==> config.mk <==
export PLATFORM = sky130hd
export DESIGN_NAME = code_patch_seq
export DESIGN_NICKNAME = d
export VERILOG_FILES = /design/src/rtl/code_patch_pkg.sv /design/src/rtl/code_patch_table.sv /design/src/rtl/code_patch_seq.sv
export SDC_FILE = /design/constraint.sdc
export NUM_CORES = 1
export LEC_CHECK = 0
export BUFFER_PORTS_ARGS = -buffer_cell sky130_fd_sc_hd__buf_2
export CAP_MARGIN = 20
export CORE_MARGIN = 4
export CORE_UTILIZATION = 55
export DETAILED_ROUTE_END_ITERATION = 10
export PLACE_DENSITY = 0.85
export SYNTH_ARGS = -nofsm -noshare
export SYNTH_HDL_FRONTEND = slang
export SYNTH_SLANG_ARGS = --single-unit
==> constraint.sdc <==
create_clock -name clk_i -period 5.1 [get_ports clk_i]
set_input_delay 0.51 -clock clk_i [delete_from_list [all_inputs] [get_ports clk_i]]
set_output_delay 0.51 -clock clk_i [all_outputs]
set_load 0.01 [all_outputs]
==> src/rtl/code_patch_pkg.sv <==
// Shared types and default sizes for the code-patch controller.
// Optional feature macro used by the top: CODE_PATCH_HIT_CNT_EN.
package code_patch_pkg;

    localparam int DEF_NUM_ENTRIES = 3;
    localparam int DEF_ADDR_W      = 13;
    localparam int DEF_DATA_W      = 22;

    typedef struct packed {
        logic                  valid;
        logic [DEF_ADDR_W-1:0] addr;
        logic [DEF_DATA_W-1:0] data;
    } patch_entry_t;

    typedef enum logic [1:0] {
        IDLE = 2'd0,
        SCAN = 2'd1,
        RESP = 2'd2
    } state_t;

    // Index width with a floor of one bit so a single-entry table still has
    // a legal counter.
    function automatic int idx_w(input int n);
        return (n > 1) ? $clog2(n) : 1;
    endfunction

endpackage

==> src/rtl/code_patch_table.sv <==
// Patch-entry storage: write/clear port and one indexed read port.
// Ports: clk_i, rst_ni, we_i/idx_i/addr_i/data_i (write), clr_i
// (invalidate all), rd_idx_i -> rd_valid_o/rd_addr_o/rd_data_o.
module code_patch_table
    import code_patch_pkg::*;
#(
    parameter int NUM_ENTRIES = DEF_NUM_ENTRIES,
    parameter int ADDR_W      = DEF_ADDR_W,
    parameter int DATA_W      = DEF_DATA_W,
    parameter int IDX_W       = idx_w(NUM_ENTRIES)
) (
    input  logic              clk_i,
    input  logic              rst_ni,
    input  logic              we_i,
    input  logic [IDX_W-1:0]  idx_i,
    input  logic [ADDR_W-1:0] addr_i,
    input  logic [DATA_W-1:0] data_i,
    input  logic              clr_i,
    input  logic [IDX_W-1:0]  rd_idx_i,
    output logic              rd_valid_o,
    output logic [ADDR_W-1:0] rd_addr_o,
    output logic [DATA_W-1:0] rd_data_o
);

    logic [NUM_ENTRIES-1:0] r_valid;
    logic [ADDR_W-1:0]      r_addr [NUM_ENTRIES];
    logic [DATA_W-1:0]      r_data [NUM_ENTRIES];

    // Writes to an index with no backing entry match no slot and vanish.
    always_ff @(posedge clk_i or negedge rst_ni) begin
        if (!rst_ni) begin
            r_valid <= '0;
            for (int i = 0; i < NUM_ENTRIES; i++) begin
                r_addr[i] <= '0;
                r_data[i] <= '0;
            end
        end else if (clr_i) begin
            r_valid <= '0;
        end else if (we_i) begin
            for (int i = 0; i < NUM_ENTRIES; i++) begin
                if (idx_i == IDX_W'(i)) begin
                    r_valid[i] <= 1'b1;
                    r_addr[i]  <= addr_i;
                    r_data[i]  <= data_i;
                end
            end
        end
    end

    always_comb begin
        rd_valid_o = 1'b0;
        rd_addr_o  = '0;
        rd_data_o  = '0;
        for (int i = 0; i < NUM_ENTRIES; i++) begin
            if (rd_idx_i == IDX_W'(i)) begin
                rd_valid_o = r_valid[i];
                rd_addr_o  = r_addr[i];
                rd_data_o  = r_data[i];
            end
        end
    end

endmodule

==> src/rtl/code_patch_seq.sv <==
// Code-patch controller: arbitrates config writes vs fetch lookups and
// scans the patch table one entry per cycle with a single comparator.
// Ports: cfg_* (firmware write/clear, cfg_ready_o), si_* (fetch lookup,
// si_ready_o), rsp_valid_o/patch_o/nopg_o (response), busy_o.
// Macro CODE_PATCH_HIT_CNT_EN adds hit_cnt_o, a saturating hit counter.
module code_patch_seq
    import code_patch_pkg::*;
#(
    parameter int NUM_ENTRIES = DEF_NUM_ENTRIES,
    parameter int ADDR_W      = DEF_ADDR_W,
    parameter int DATA_W      = DEF_DATA_W,
    parameter int IDX_W       = idx_w(NUM_ENTRIES)
) (
    input  logic              clk_i,
    input  logic              rst_ni,
    input  logic              cfg_pat_gen_i,
    input  logic              cfg_we_i,
    input  logic [IDX_W-1:0]  cfg_idx_i,
    input  logic [ADDR_W-1:0] cfg_addr_i,
    input  logic [DATA_W-1:0] cfg_data_i,
    input  logic              cfg_clr_i,
    output logic              cfg_ready_o,
    input  logic              si_read_i,
    input  logic [ADDR_W-1:0] si_addr_i,
    output logic              si_ready_o,
    output logic              rsp_valid_o,
    output logic [DATA_W-1:0] patch_o,
    output logic              nopg_o,
    output logic              busy_o
`ifdef CODE_PATCH_HIT_CNT_EN
    ,
    output logic [15:0]       hit_cnt_o
`endif
);

    localparam logic [IDX_W-1:0] LAST_IDX = IDX_W'(NUM_ENTRIES - 1);

    state_t            r_state;
    state_t            w_state_nx;
    logic [ADDR_W-1:0] r_addr;
    logic [IDX_W-1:0]  r_idx;
    logic [DATA_W-1:0] r_patch;
    logic              r_nopg;

    logic              w_idle;
    logic              w_clr_acc;
    logic              w_we_acc;
    logic              w_si_acc;
    logic              w_rd_valid;
    logic [ADDR_W-1:0] w_rd_addr;
    logic [DATA_W-1:0] w_rd_data;
    logic              w_match;
    logic              w_start_scan;
    logic              w_resp_dis;
    logic              w_resp_hit;
    logic              w_resp_miss;

    // Clear beats write beats lookup; only IDLE accepts anything.
    assign w_idle    = (r_state == IDLE);
    assign w_clr_acc = w_idle && cfg_clr_i;
    assign w_we_acc  = w_idle && cfg_we_i && !cfg_clr_i;
    assign w_si_acc  = w_idle && si_read_i && !cfg_we_i && !cfg_clr_i;

    code_patch_table #(
        .NUM_ENTRIES (NUM_ENTRIES),
        .ADDR_W      (ADDR_W),
        .DATA_W      (DATA_W),
        .IDX_W       (IDX_W)
    ) u_table (
        .clk_i      (clk_i),
        .rst_ni     (rst_ni),
        .we_i       (w_we_acc),
        .idx_i      (cfg_idx_i),
        .addr_i     (cfg_addr_i),
        .data_i     (cfg_data_i),
        .clr_i      (w_clr_acc),
        .rd_idx_i   (r_idx),
        .rd_valid_o (w_rd_valid),
        .rd_addr_o  (w_rd_addr),
        .rd_data_o  (w_rd_data)
    );

    assign w_match = w_rd_valid && (w_rd_addr == r_addr);

    always_ff @(posedge clk_i or negedge rst_ni) begin
        if (!rst_ni) begin
            r_state <= IDLE;
        end else begin
            r_state <= w_state_nx;
        end
    end

    always_comb begin
        w_state_nx   = r_state;
        w_start_scan = 1'b0;
        w_resp_dis   = 1'b0;
        w_resp_hit   = 1'b0;
        w_resp_miss  = 1'b0;
        unique case (r_state)
            IDLE: begin
                if (w_si_acc) begin
                    if (cfg_pat_gen_i) begin
                        w_state_nx   = SCAN;
                        w_start_scan = 1'b1;
                    end else begin
                        w_state_nx = RESP;
                        w_resp_dis = 1'b1;
                    end
                end
            end
            SCAN: begin
                if (w_match) begin
                    w_state_nx = RESP;
                    w_resp_hit = 1'b1;
                end else if (r_idx == LAST_IDX) begin
                    w_state_nx  = RESP;
                    w_resp_miss = 1'b1;
                end
            end
            RESP: begin
                w_state_nx = IDLE;
            end
            default: begin
                w_state_nx = IDLE;
            end
        endcase
    end

    // Response fields are loaded on the edge into RESP and then held until
    // the next response overwrites them.
    always_ff @(posedge clk_i or negedge rst_ni) begin
        if (!rst_ni) begin
            r_addr  <= '0;
            r_idx   <= '0;
            r_patch <= '0;
            r_nopg  <= 1'b1;
        end else begin
            if (w_start_scan) begin
                r_addr <= si_addr_i;
                r_idx  <= '0;
            end else if (r_state == SCAN && !w_match && r_idx != LAST_IDX) begin
                r_idx <= r_idx + IDX_W'(1);
            end
            if (w_resp_hit) begin
                r_patch <= w_rd_data;
                r_nopg  <= 1'b0;
            end else if (w_resp_dis || w_resp_miss) begin
                r_patch <= '0;
                r_nopg  <= 1'b1;
            end
        end
    end

`ifdef CODE_PATCH_HIT_CNT_EN
    logic [15:0] r_hit_cnt;

    always_ff @(posedge clk_i or negedge rst_ni) begin
        if (!rst_ni) begin
            r_hit_cnt <= '0;
        end else if (w_clr_acc) begin
            r_hit_cnt <= '0;
        end else if (w_resp_hit && r_hit_cnt != 16'hFFFF) begin
            r_hit_cnt <= r_hit_cnt + 16'd1;
        end
    end

    assign hit_cnt_o = r_hit_cnt;
`endif

    assign cfg_ready_o = w_clr_acc || w_we_acc;
    assign si_ready_o  = w_si_acc;
    assign rsp_valid_o = (r_state == RESP);
    assign patch_o     = r_patch;
    assign nopg_o      = r_nopg;
    assign busy_o      = !w_idle;

endmodule

After elaboration in Yosys (flattened, before gate mapping):

Index checks and enable logic that the tools add are counted.

* eq/ne operators: 10
* bitwise gates (word level): 1
* divide/modulo/power cells: 0
* add/sub/neg operators: 1
* shifts and indexed selects: 0
* reductions and logical operators: 31
* magnitude comparators: 0
* muxes and demuxes: 36
* multipliers: 0

Operators with widths (number)
* $mux W22: 5
* $mux W13: 3
* $mux W1: 19
* $eq A13 B13 Y1: 1
* $mux W2: 6
* $reduce_bool A2 Y1: 6
* $logic_and A1 B1 Y1: 9
* $reduce_and A3 Y1: 3
* $reduce_and A2 Y1: 4
* $eq A2 B1 Y1 const B: 3
* $eq A2 B2 Y1 const B: 3
* $logic_not A2 Y1: 3
* $mux W3: 2
* $logic_not A1 Y1: 4
* $ne A2 B2 Y1 const B: 2
* $pmux W2 S2: 1
* $ne A3 B3 Y1 const B: 1
* $add A2 B1 Y2 const B: 1
* $logic_or A1 B1 Y1: 2
* $not A1 Y1: 1

* bits in read-only memories: 0
* memories: 0
* output and inout port bits: 27
* bits of input ports: 56
* latch bits: 0
* memory bits (writable): 0
* register bits after elaboration: 148
* logic and storage cells: 93

Logic depth before layout (Yosys ltp):

* depth after elaboration: 11
* depth in mapped cells: 11
* mapped depth without buffers: 9

By module:

A second synthesis with hierarchy kept.

* cell total of the unflattened synthesis: 451
* area, all modules: 6535.0 um^2

Modules (own cells, without submodules)
* code_patch_table: seq. area each 2702.6 um^2, times used 1, area an instance 4829.6 um^2, cells each 321
* code_patch_seq: seq. area each 1002.2 um^2, times used 1, area an instance 1705.4 um^2, cells each 130

Least setup slack after synthesis:

OpenSTA, ideal clock, no wires.

* path kind: register -> register
* start point: register r_idx[0]
* end point: register r_idx[1]
* data arrival time: 2297 ps
* stages on the path, launching flop included: 10
* required time: 4975 ps
* setup slack: 2678 ps
* period minus slack after synthesis: 2422 ps
* setup time: 125 ps
* path buffers: 1
* cells stage by stage: dfrtp_1 > inv_1 > ha_1 > clkbuf_1 > nand4_1 > o311ai_0 > a211o_1 > a41o_1 > or3b_4 > mux2_4

* cells in the longest elaborated chain, start to end: 10
* elaborated cells between the ends (all ways): 19
* classes of those cells: add/sub (1); eq/ne (4); mux (8); reduce/logical (6)

RTL lines
* start: declaration: RTL line code_patch_seq.sv:41 `logic [IDX_W-1:0] r_idx;`
* start signal: assignment: RTL line code_patch_seq.sv:142 `r_idx <= r_idx + IDX_W'(1);`
* $logic_not A2 Y1: RTL line code_patch_table.sv:55 `if (rd_idx_i == IDX_W'(i)) begin`
* $mux W13 (3 in series): RTL line code_patch_table.sv:55
* $eq A13 B13 Y1: RTL line code_patch_seq.sv:83 `assign w_match = w_rd_valid && (w_rd_addr == r_addr);`
* $logic_and A1 B1 Y1: RTL line code_patch_seq.sv:83
* $logic_not A1 Y1: RTL line code_patch_seq.sv:141 `end else if (r_state == SCAN && !w_match && r_idx != LAST_IDX) begin`
* $logic_and A1 B1 Y1 (2 in series): RTL line code_patch_seq.sv:141
* $reduce_bool A2 Y1 (no source line)

Several ways; a longest one is shown, not always the timed one. The select of a mux whose other input is x is not followed.
A chain may end at the register's enable or synchronous reset.

Final worst setup path:

* start point: register r_idx[0]
* end point: register r_patch[20] (netlist: patch_o[20])

* cells in the longest elaborated chain, start to end: 10
* elaborated cells between the ends (all ways): 22
* classes of those cells: eq/ne (3); mux (15); reduce/logical (4)

RTL lines
* $logic_not A2 Y1: RTL line code_patch_table.sv:55
* $mux W13 (3 in series): RTL line code_patch_table.sv:55
* $eq A13 B13 Y1: RTL line code_patch_seq.sv:83
* $logic_and A1 B1 Y1: RTL line code_patch_seq.sv:83
* $mux W1: RTL line code_patch_seq.sv:112 `if (w_match) begin`
* $mux W1: RTL line code_patch_seq.sv:99 `unique case (r_state)`
* $logic_or A1 B1 Y1: RTL line code_patch_seq.sv:147 `end else if (w_resp_dis || w_resp_miss) begin`
* $reduce_bool A2 Y1 (no source line)
* end signal: assignment: RTL line code_patch_seq.sv:145 `r_patch <= w_rd_data;`
* end: declaration: RTL line code_patch_seq.sv:42 `logic [DATA_W-1:0] r_patch;`

Several ways; a longest one is shown, not always the timed one.

==> results.md <==
- CTS sink count: 148
- Root buffer cell: clkbuf_16
- Core ar.: 12,100 µm²
- Nets: 708
- Mux share of post-synthesis cell area: 0.198
- Min-Delay Path Class: in -> async
- Num ports: 83
- P_leak: 3.67 nW
- Asr flop ratio synth: 1.00
- ANT nets after route: 0
- Diode count: 0
- EDFF count, synth: 0
- Hold_buf cts: 0
- Final Max Slew Viols: 0
- FP Rows: 40
- Final WS setup: 1.78 ns
- Tot Pwr: 0.00499 W
- Cell area after layout: 8020 µm²
- # port buffers: 82
- Placed instance count: 795
- Period Utilization, post-route: 0.652
- Largest net degree at the start of global routing: 105
- Clock power share: 0.262
- Die ar.: 14,300 µm²
- RSZ-0062 raised after global routing: false
- Layout cells sized above 1: 0.380
- Commonest non-fill, non-tap cells in the layout: 147 x dfrtp_1, 118 x mux2_2, 81 x buf_2, 53 x nand2_1, 32 x nor2_1
- Int Pwr: 0.00329 W
- Postcts setup bufs: 0
- DP HPWL: 10.0 mm
- Fin. Hold Viols: 0
- First-pass GRT wire length: 25.7 mm
- Setup Viol. Count Final: 0
- Iter 0 DRT Violations: 443
- Sequential share of power: 0.413
- Clock Skews: 0.00772 ns
- Syn nets: 633
- Routability cong.: 0.847
- Post-synth cell types: 56
- Setup crit end kind: register
- Cell Chain, Critical Path: inv_1, ha_2, nand2_1, a2111oi_1, a41oi_1, nor4_2, nand3_1, nor2_2, a22o_1
- Number of vias per cell: 5.82
- GR Util All Layers: 0.229
- DR vias: 4,821
- Placement Cell Area: 7330 µm²
- CP Data Required Time: 5.45 ns
- Synth Instances: 574
- Startpoint types: register
- Max VDD drop: 0.389 mV
- DR pass1 iterations: 5
- Min cycle time layout: 3.32 ns
- Fmax: 301 MHz
- Clock transition at the registers of the reported paths: 0.06 ns
- GRT Residual Overflow: 0
- Switching pwr: 0.00169 W
- Max-cap viol count: 0
- DRC Markers: 0
- YS warnings: 0
- Commonest non-fill, non-tap cell in the layout: dfrtp_1
- Initial Util: 0.565
- Top FF cell, synth: dfrtp_1
- Crit-path slowest cell: nor2_2
- Synth Area in Simple Gates: 0.0990
- Die width: 120 µm
- Synth Area in Adders: 0.00549
- Delay-heaviest family, CP: simple AND/OR/NAND/NOR gates
- WL/cell: 19.1 µm
- Buffers and inverters on the worst path: 1
- FF+latch count, synth: 148
- Critical path class: reg -> reg
- Max incr delay on CP: 0.81 ns
- CTS buffer count: 17
- CTS tree: yes
- XOR/XNOR Fraction of Synth Area: 0.0128
- Final Non-Filler Cells: 829
- Compound-cell area share of the yosys netlist: 0.108
- Vias in the first global route: 5,203
- Post-synthesis cell area: 6840 µm²
- H-tree depth: 4
- Status: complete, no violations
- Final wirelength: 15.9 mm
- Post-cts sizing count: 0
- Initial antenna violation count: 0
- Net Sw Frac: 0.340
- Gate power share: 0.325
- Pwr Density: 622 nW/µm²
- Worst skew pair latency: 0.43 ns
- Worst-Margin Slew: 1.08 ns
- Seq/Total Area, Yosys: 0.542
- Slew Limit Headroom: 0.283
- Syn Area/Cell: 11.9 µm²
- Critical Path AT: 3.68 ns
- Pre-CTS setup slack: 1.37 ns
- Die height: 120 µm
- Area Growth Syn to Fin: 17.3%
- Filler cells: 883
- Final setup TNS: 0 ns
- CP max FO: 25
- Largest family of logic cells by synthesized area: multiplexers
- Clock Tree Buf Depth: 2
-- stage by stage --
step / util / hold slack [ns]
floorplan: - / 0.214
global placement: 0.605 / 0.487
detailed placement: 0.605 / 0.494
CTS: 0.657 / 0.244
global route: 0.662 / 0.277
finish: 0.662 / 0.179
-- synthesized netlist by cell type, drive strengths merged, types with 6 or more instances --
cell type	number	area (µm²)
clkbuf	24	114
xnor2	7	61.3
nand2	53	199
nand4	7	43.8
nand3b	7	52.6
nor2	33	126
dfrtp	147	3680
nor2b	16	103
a21oi	29	149
nand2b	6	37.5
a22o	22	193
o21ai	26	130
buf	10	73.8
inv	13	48.8
mux2	119	1340
-- registers in the layout, summed over array words and instances, names as in the netlist --
name             flops
nopg_o               1
patch_o             22
r_addr              13
r_idx                2
r_state              2
u_table.r_addr      39
u_table.r_data      66
u_table.r_valid      3
-- cell type report --
type,count,area [µm²],share of cell area
repair buffers,90,522,0.0651
clock buffers,19,453,0.0565
well taps,168,210,0.0262
clock inverters,12,171,0.0214
multi-input cells,379,2910,0.363
inverters,13,48.8,0.00609
flip-flops and latches,148,3700,0.462
-- per-layer routing --
metal | track usage | up-vias | share of wire
met1 | 0.282 | 2408 | 0.42
met4 | 0.0981 | 0 | 0.022
li1 | - | 2201 | -
met3 | 0.0613 | 27 | 0.067
met5 | 0 | - | 0
met2 | 0.382 | 185 | 0.49
-- cell families (layout without fill, tap and decap cells) --
family                   Yosys count  count (layout)
AO/OA/AOI/OAI                    109             109
adder cells (fa/ha/maj)            3               3
flip-flops                       148             148
buffers and inverters             47             134
AND/OR/NAND/NOR                  137             137
multiplexers                     120             120
XOR/XNOR                          10              10
-- power groups by stage --
stage	Sequential (W)	Combinational, W	Clock, W
floorplan	0.00192	0.00126	0
global placement	0.00202	0.00145	0
detailed placement	0.00205	0.00153	0
CTS	0.00204	0.00156	0.00132
global route	0.00212	0.00179	0.00139
finish	0.00206	0.00162	0.00131
-- final timing paths --
check	startpoint	slack, ns	end	cells after the start
setup / recovery	r_idx[0]	1.78	patch_o[20]	9
hold / removal	rst_ni	0.18	r_addr[10]	1
setup reg to reg	r_idx[0]	1.78	patch_o[20]	9
hold reg to reg	u_table.r_data[0]	0.51	u_table.r_data[0]	1
max in group asynchronous	rst_ni	3.83	u_table.r_data[29]	2
min in group clk_i	si_addr_i[9]	0.32	r_addr[9]	2
No activity file was read; power rests on OpenSTA's default activity.
